<file path="config.mk">
export PLATFORM = sky130hd
export DESIGN_NAME = user_switch_debouncer
export DESIGN_NICKNAME = d
export VERILOG_FILES = /design/src/rtl/user_switch_debouncer.sv
export SDC_FILE = /design/constraint.sdc
export NUM_CORES = 1
export LEC_CHECK = 0
export CORE_MARGIN = 2
export CORE_UTILIZATION = 50
export CTS_CLUSTER_DIAMETER = 100
export DETAILED_ROUTE_END_ITERATION = 10
export GPL_TIMING_DRIVEN = 0
export PLACE_DENSITY = 0.67
export SLEW_MARGIN = 20
export SYNTH_ARGS = -nofsm -noshare
export SYNTH_HDL_FRONTEND = slang
export SYNTH_SLANG_ARGS = --single-unit
</file>
<file path="constraint.sdc">
create_clock -name iSysClk -period 4 [get_ports iSysClk]
set_input_delay 0.8 -clock iSysClk [delete_from_list [all_inputs] [get_ports iSysClk]]
set_output_delay 0.8 -clock iSysClk [all_outputs]
set_load 0.01 [all_outputs]
</file>
<file path="src/rtl/user_switch_debouncer.sv">
// user_switch_debouncer
// Conditions raw board switch pins for the processor's DIP/push inputs.
// Each channel has a 2-flop synchroniser, then a debounce qualified by a shared 1 ms tick.
// Outputs are clean levels and 1-cycle rise/fall/changed strobes.
// Optional feature: define USER_SW_LONG_PRESS_EN to add per-channel long-press strobes (oSwLong).
// With the macro undefined, oSwLong is tied to 0.
module user_switch_debouncer #(
  parameter int unsigned       pSysClk      = 50000000,
  parameter int unsigned       pWidth       = 8,
  parameter int unsigned       pDebounceMs  = 10,
  parameter logic [pWidth-1:0] pResetLevel  = '0,
  parameter int unsigned       pLongPressMs = 1000
) (
  input  logic              iSysClk,
  input  logic              iSysRst,
  input  logic [pWidth-1:0] iSwRaw,
  output logic [pWidth-1:0] oSwLevel,
  output logic [pWidth-1:0] oSwRise,
  output logic [pWidth-1:0] oSwFall,
  output logic              oSwChanged,
  output logic [pWidth-1:0] oSwLong
);

  localparam int unsigned      cTickDiv = pSysClk / 1000;
  localparam int unsigned      cPreW    = (cTickDiv > 1) ? $clog2(cTickDiv) : 1;
  localparam logic [cPreW-1:0] cPreLast = cPreW'(cTickDiv - 1);
  localparam logic [7:0]       cDebLast = 8'(pDebounceMs - 1);

  logic [cPreW-1:0]       preCntQ;
  logic                   tick;
  logic [pWidth-1:0]      syncMetaQ;
  logic [pWidth-1:0]      syncQ;
  logic [pWidth-1:0]      stableQ;
  logic [pWidth-1:0]      stableD;
  logic [pWidth-1:0][7:0] cntQ;
  logic [pWidth-1:0][7:0] cntD;
  logic [pWidth-1:0]      riseQ;
  logic [pWidth-1:0]      fallQ;
  logic                   changedQ;

  // Tick is asserted in the last cycle of each prescaler period, so it lands on the wrap edge.
  assign tick = (preCntQ == cPreLast);

  // Shared ms prescaler
  always_ff @(posedge iSysClk or negedge iSysRst) begin
    if (!iSysRst) begin
      preCntQ <= '0;
    end else if (tick) begin
      preCntQ <= '0;
    end else begin
      preCntQ <= preCntQ + cPreW'(1);
    end
  end

  // Two-flop synchroniser per channel; loads the reset level so release is quiet
  always_ff @(posedge iSysClk or negedge iSysRst) begin
    if (!iSysRst) begin
      syncMetaQ <= pResetLevel;
      syncQ     <= pResetLevel;
    end else begin
      syncMetaQ <= iSwRaw;
      syncQ     <= syncMetaQ;
    end
  end

  // Debounce next state: any return to the stable level restarts the qualification count
  always_comb begin
    stableD = stableQ;
    cntD    = cntQ;
    for (int i = 0; i < pWidth; i++) begin
      if (syncQ[i] == stableQ[i]) begin
        cntD[i] = '0;
      end else if (tick) begin
        if (cntQ[i] == cDebLast) begin
          stableD[i] = syncQ[i];
          cntD[i]    = '0;
        end else begin
          cntD[i] = cntQ[i] + 8'd1;
        end
      end
    end
  end

  // Debounce state and registered edge strobes aligned with the level change
  always_ff @(posedge iSysClk or negedge iSysRst) begin
    if (!iSysRst) begin
      stableQ  <= pResetLevel;
      cntQ     <= '0;
      riseQ    <= '0;
      fallQ    <= '0;
      changedQ <= 1'b0;
    end else begin
      stableQ  <= stableD;
      cntQ     <= cntD;
      riseQ    <= stableD & ~stableQ;
      fallQ    <= ~stableD & stableQ;
      changedQ <= |(stableD ^ stableQ);
    end
  end

  assign oSwLevel   = stableQ;
  assign oSwRise    = riseQ;
  assign oSwFall    = fallQ;
  assign oSwChanged = changedQ;

`ifdef USER_SW_LONG_PRESS_EN
  localparam logic [15:0] cLongMs = 16'(pLongPressMs);

  logic [pWidth-1:0][15:0] hcntQ;
  logic [pWidth-1:0][15:0] hcntD;
  logic [pWidth-1:0]       longD;
  logic [pWidth-1:0]       longQ;

  // Hold counter saturates at the threshold, so the strobe fires once per press
  always_comb begin
    hcntD = hcntQ;
    longD = '0;
    for (int i = 0; i < pWidth; i++) begin
      if (!stableQ[i]) begin
        hcntD[i] = '0;
      end else if (tick && (hcntQ[i] < cLongMs)) begin
        hcntD[i] = hcntQ[i] + 16'd1;
        longD[i] = (hcntQ[i] == cLongMs - 16'd1);
      end
    end
  end

  // Hold counters and registered long-press strobe
  always_ff @(posedge iSysClk or negedge iSysRst) begin
    if (!iSysRst) begin
      hcntQ <= '0;
      longQ <= '0;
    end else begin
      hcntQ <= hcntD;
      longQ <= longD;
    end
  end

  assign oSwLong = longQ;
`else
  assign oSwLong = '0;
`endif

endmodule

</file>
# ---- Word-level counts from Yosys, hierarchy flattened
# Index checks and enable logic that the tools add are counted.
dict set report totals {
  memories 0
  rom_bits 0
  ram_bits 0
  elab_cells 104
  latchBits 0
  out_inout_bits 33
  register_bits 121
}
dict set report op_classes {
  multipliers 0
  add_sub_neg 9
  n_eq_ne 17
  div_mod_pow 0
  muxes 49
  n_shift 0
  n_bitwise 5
  reduce_logical 9
  n_lt_le_gt_ge 0
}
# operator n
set ops {}
lappend ops {{$mux W8} 24}
lappend ops {{$add A8 B1 Y8 const B} 8}
lappend ops {{$eq A8 B4 Y1 const B} 8}
lappend ops {{$mux W1} 24}
lappend ops {{$add A16 B1 Y16 const B} 1}
lappend ops {{$and A8 B8 Y8} 2}
lappend ops {{$eq A16 B16 Y1 const B} 1}
lappend ops {{$mux W16} 1}
lappend ops {{$not A8 Y8} 2}
lappend ops {{$reduce_bool A2 Y1} 8}
lappend ops {{$eq A1 B1 Y1} 8}
lappend ops {{$reduce_or A8 Y1} 1}
lappend ops {{$xor A8 B8 Y8} 1}

# ---- Longest topological paths before layout
dict set report logic_depth {
  ltp_word 6
  depth_mapped 10
}

# ---- Worst setup path after synthesis
# OpenSTA, ideal clock, no wires.
dict set report synth_path {
  kind {register to register}
  startpoint {register preCntQ[0]}
  endpoint {register changedQ (netlist: oSwChanged)}
  path_stages_with_launch 11
  slack_ps 1400
  path_buffers 2
  t_arrival_ps 2472
  path_cell_list {dfrtp_1 > ha_1 > and3_1 > clkbuf_2 > nand4_1 > clkbuf_1 > nor2_1 > mux2_2 > ha_1 > nand4_1 > or2_2}
}
dict set report synth_via {
  elab_chain_len 5
  word_cells_on_any_way 19
}
# element line_no
set synth_lines {}
lappend synth_lines {{start, declared} 29} ;# logic [cPreW-1:0] preCntQ;
lappend synth_lines {{start signal, assigned} 51} ;# preCntQ <= preCntQ + cPreW'(1);
lappend synth_lines {{$eq A16 B16 Y1} 42} ;# assign tick = (preCntQ == cPreLast);
lappend synth_lines {{$mux W1} 73} ;# end else if (tick) begin
lappend synth_lines {{$mux W1} 71} ;# if (syncQ[i] == stableQ[i]) begin
lappend synth_lines {{via stableD[0]} 34} ;# logic [pWidth-1:0] stableD;
lappend synth_lines {{$xor A8 B8 Y8} 97} ;# changedQ <= |(stableD ^ stableQ);
lappend synth_lines {{$reduce_or A8 Y1} 97}
lappend synth_lines {{end signal, assigned} 97}
lappend synth_lines {{end, declared} 39} ;# logic changedQ;
# The timed path passes the listed nets, and every way through them passes these cells.
# A chain may end at the register's enable or synchronous reset.

# ---- Worst setup path after layout
# Ends and elaborated chain as after synthesis.

==> impl_metrics.toml <==
[setup_path]
r2r_slack_ps = 710
worst-endpoint-required_ps = 4300
rr_startpoint = "preCntQ[0]"
rr_endpoint = "oSwChanged"
cp.arrival_ps = 3590
r2r.worst_path.cells = 10
setup.worst_path.end_class = "flop"
timing.critical_path.fanout_max = 10
crit_type = "flop to flop"
critPathLaunchType = "flop"

[floorplan]
floorplan.initialDensity = 0.517
io-pin-count = 43
die_w_um = 113
placement_rows = 39
chipHeight_um = 113
coreArea_sq_um = 11500
dieArea_sq_um = 12800

[layout]
postLayoutCellArea_sq_um = 7110
fin_nets = 665
layout_commonest_cell = "dfrtp_1"
diodes = 0
fillerInstances = 976
final_layout_size_suffix_gt1_frac = 0.0915
layout-area-overhead-vs-synth_pct = 19.4
mostFrequentLayoutCells = "dfrtp_1, a21oi_1, nand2_1, ha_1, clkdlybuf4s50_1"

[grt]
grt_util_all_layers = 0.223
antenna_violations_before_repair = 0
gr-usage-met3 = 0.0530
grtUsageMet2 = 0.369
grt_busiest_layer = "met2"
grt_util_met1 = 0.287
grt_start_max_net_pins = 72
gr-total-overflow = 0
grt_pass1_vias = 4618
first_pass_grt_wire_length_mm = 22.4

[timing]
slew_violations = 0
timing.clock.skew_ps = 9.60
slew_headroom = 0.446
max_slew.worst_pin.slew_ps = 825
max_clk_rate_mhz = 304
setup_tns_final_ps = 0
timing.final.hold_violations = 0
worst_hold_slack_ps = 345
rsz0062_at_grt = "false"
final.min_clock_period_ps = 3290
report.final.setup_viol = 0
layout_worst_path_cycle_share = 0.823

[synth]
synthesis.yosys.warnings = 0
netlist-cell-type-count = 47
async_flop_share = 1.00
synth_enable_flop_cells = 0
seq_area_frac_synth = 0.509
ys_ff_latch = 121
predominant_post_synthesis_flop_cell = "dfrtp_1"
post_synth_inst_count = 561
synth.cell_area_sq_um = 5950
postSynthAreaPerCell_sq_um = 10.6

[power_and_ir_drop]
p_sw_frac = 0.214
peakVddDrop_uv = 325
pwr-share-comb = 0.022
power_share_of_the_clock_group = 0.534
power.net_switching_mw = 0.596
power_density_nw_per_um2 = 393
power.static_leakage_nw = 2.87
power_report.internal_total_mw = 2.20
power.sequential.fraction = 0.443
p_total_mw = 2.79

[cts]
cts_max_path_buffers = 2
cts_hold_buf = 0
numCtsBuffers = 17
clock_sink_count = 121
h_tree_lvls = 4
worst_setup_hold_path_clk_slew_ps = 50
post_cts.repair.setup_buffers = 0
clock_latency_late_sink_ps = 420
post_cts.resized_instances = 0
cts_tree = "built"
cts_root_buf = "clkbuf_16"

[detailed_routing]
drt_iter0_drc = 246
dr_total_vias = 4538
drt_drc_violations_left = 1
via_per_inst = 5.84
total_wire_length_mm = 13.0
drt.antenna.violating_nets = 0
drtPass1Iterations = 8
detail_route.wl_per_cell_um = 16.8

[worst_hold_path]
whs_path_depth = 0
hold_path.class = "flop to flop"
min_delay_worst_endpoint = "syncQ[1]"
timing.hold.worst.start = "syncMetaQ[1]"

[placed_design]
dpl_cell_area_sq_um = 6530
place.port_buffers = 34
place.detailed.hpwl_mm = 8.68
finalWeightedCongestion = 0.850

[status]
run_status = "complete, but fails checks"
failing_checks = "design-rule violations"

[flow_run]
drv.max_cap_violation_count = 0
## power by group through the flow
stage                     clock network (mW)  registers (mW)  logic, mW
after global routing                    1.57            1.24     0.0714
after detailed placement                   0            1.26     0.0647
after floorplan                            0            1.26     0.0220
after global placement                     0            1.26     0.0599
after CTS                               1.52            1.24     0.0646
final                                   1.49            1.24     0.0626
## through the flow
| stage | setup WS (ps) | instances | utilization |
|---|---|---|---|
| 3_5_place_dp | 646 | 746 | 0.567 |
| 2_1_floorplan | 1400 | 568 | - |
| 4_1_cts | 629 | 777 | 0.617 |
| 3_3_place_gp | -2630 | 745 | 0.564 |
| 6_report | 706 | 777 | 0.617 |
| 5_1_grt | 487 | 777 | 0.617 |
## cells in the mapped netlist, types with 3 or more instances
| cell | number | area (sq um) |
|---|---|---|
| a21oi_1 | 56 | 280 |
| a31oi_1 | 4 | 25.0 |
| and3_1 | 4 | 25.0 |
| and4_1 | 4 | 35.0 |
| buf_4 | 8 | 60.1 |
| clkbuf_1 | 11 | 41.3 |
| dfrtp_1 | 121 | 3030 |
| ha_1 | 33 | 413 |
| inv_1 | 27 | 101 |
| mux2_2 | 8 | 90.1 |
| mux2i_1 | 9 | 90.1 |
| nand2_1 | 47 | 176 |
| nand2b_1 | 4 | 25.0 |
| nand3_1 | 27 | 135 |
| nand3b_1 | 14 | 105 |
| nand4_1 | 17 | 106 |
| nand4b_1 | 6 | 52.6 |
| nor2_1 | 20 | 75.1 |
| nor3_1 | 5 | 25.0 |
| nor4_1 | 3 | 18.8 |
| nor4bb_1 | 5 | 50.1 |
| o211ai_1 | 3 | 22.5 |
| o21ai_0 | 14 | 70.1 |
| o31ai_1 | 27 | 203 |
| or3_1 | 5 | 31.3 |
| or4_1 | 28 | 210 |
| xnor2_1 | 14 | 123 |
| xor2_1 | 9 | 78.8 |
## sequential cells by signal (all words and copies together), names as in the netlist
register,flops
oSwRise,8
cntQ,64
oSwLevel,8
syncMetaQ,8
oSwChanged,1
syncQ,8
oSwFall,8
preCntQ,16
## per-layer routing
layer,vias to the layer above,part of all wire
li1,2190,-
met1,2227,0.45
met2,109,0.49
met3,12,0.043
met4,0,0.013
met5,-,0
## critical path, stage by stage, from the launching register on
cell and delay [ps]:
dfrtp_1 400, ha_1 270, and3_1 180, clkbuf_2 170, nand4_1 310, clkbuf_1 400, nor2_1 320, mux2_2 390
ha_1 330, nand4_1 100, or2_2 300
## cell type report
| type | instances | area [sq um] | area share |
|---|---|---|---|
| Clock inverter | 11 | 123 | 0.0173 |
| Clock buffer | 20 | 457 | 0.0642 |
| Inverter | 27 | 101 | 0.0143 |
| Multi-Input combinational cell | 397 | 2720 | 0.382 |
| Timing Repair Buffer | 35 | 369 | 0.0519 |
| Buffer | 23 | 134 | 0.0188 |
| Tap cell | 143 | 179 | 0.0252 |
| Sequential cell | 121 | 3030 | 0.426 |
## cells by family after synthesis
logic type	Yosys count	share of synthesized area
buf+inv	50	0.0395
fa+ha+maj	33	0.0693
xor+xnor	23	0.0338
other cells	1	0.000630
simple gates	200	0.200
flops	121	0.509
mux	17	0.0303
compound gates	116	0.118
## how the worst max path moves through the flow
stage / from / endpoint / depth (start not counted)
6_report: preCntQ[0] / oSwChanged / 10
5_1_grt: preCntQ[0] / oSwChanged / 10
4_1_cts: preCntQ[0] / oSwChanged / 10
3_5_place_dp: preCntQ[0] / oSwChanged / 10
3_3_place_gp: iSysRst / syncMetaQ[3] / 1
2_1_floorplan: preCntQ[0] / oSwChanged / 10
No activity file was read; power rests on OpenSTA's default activity.
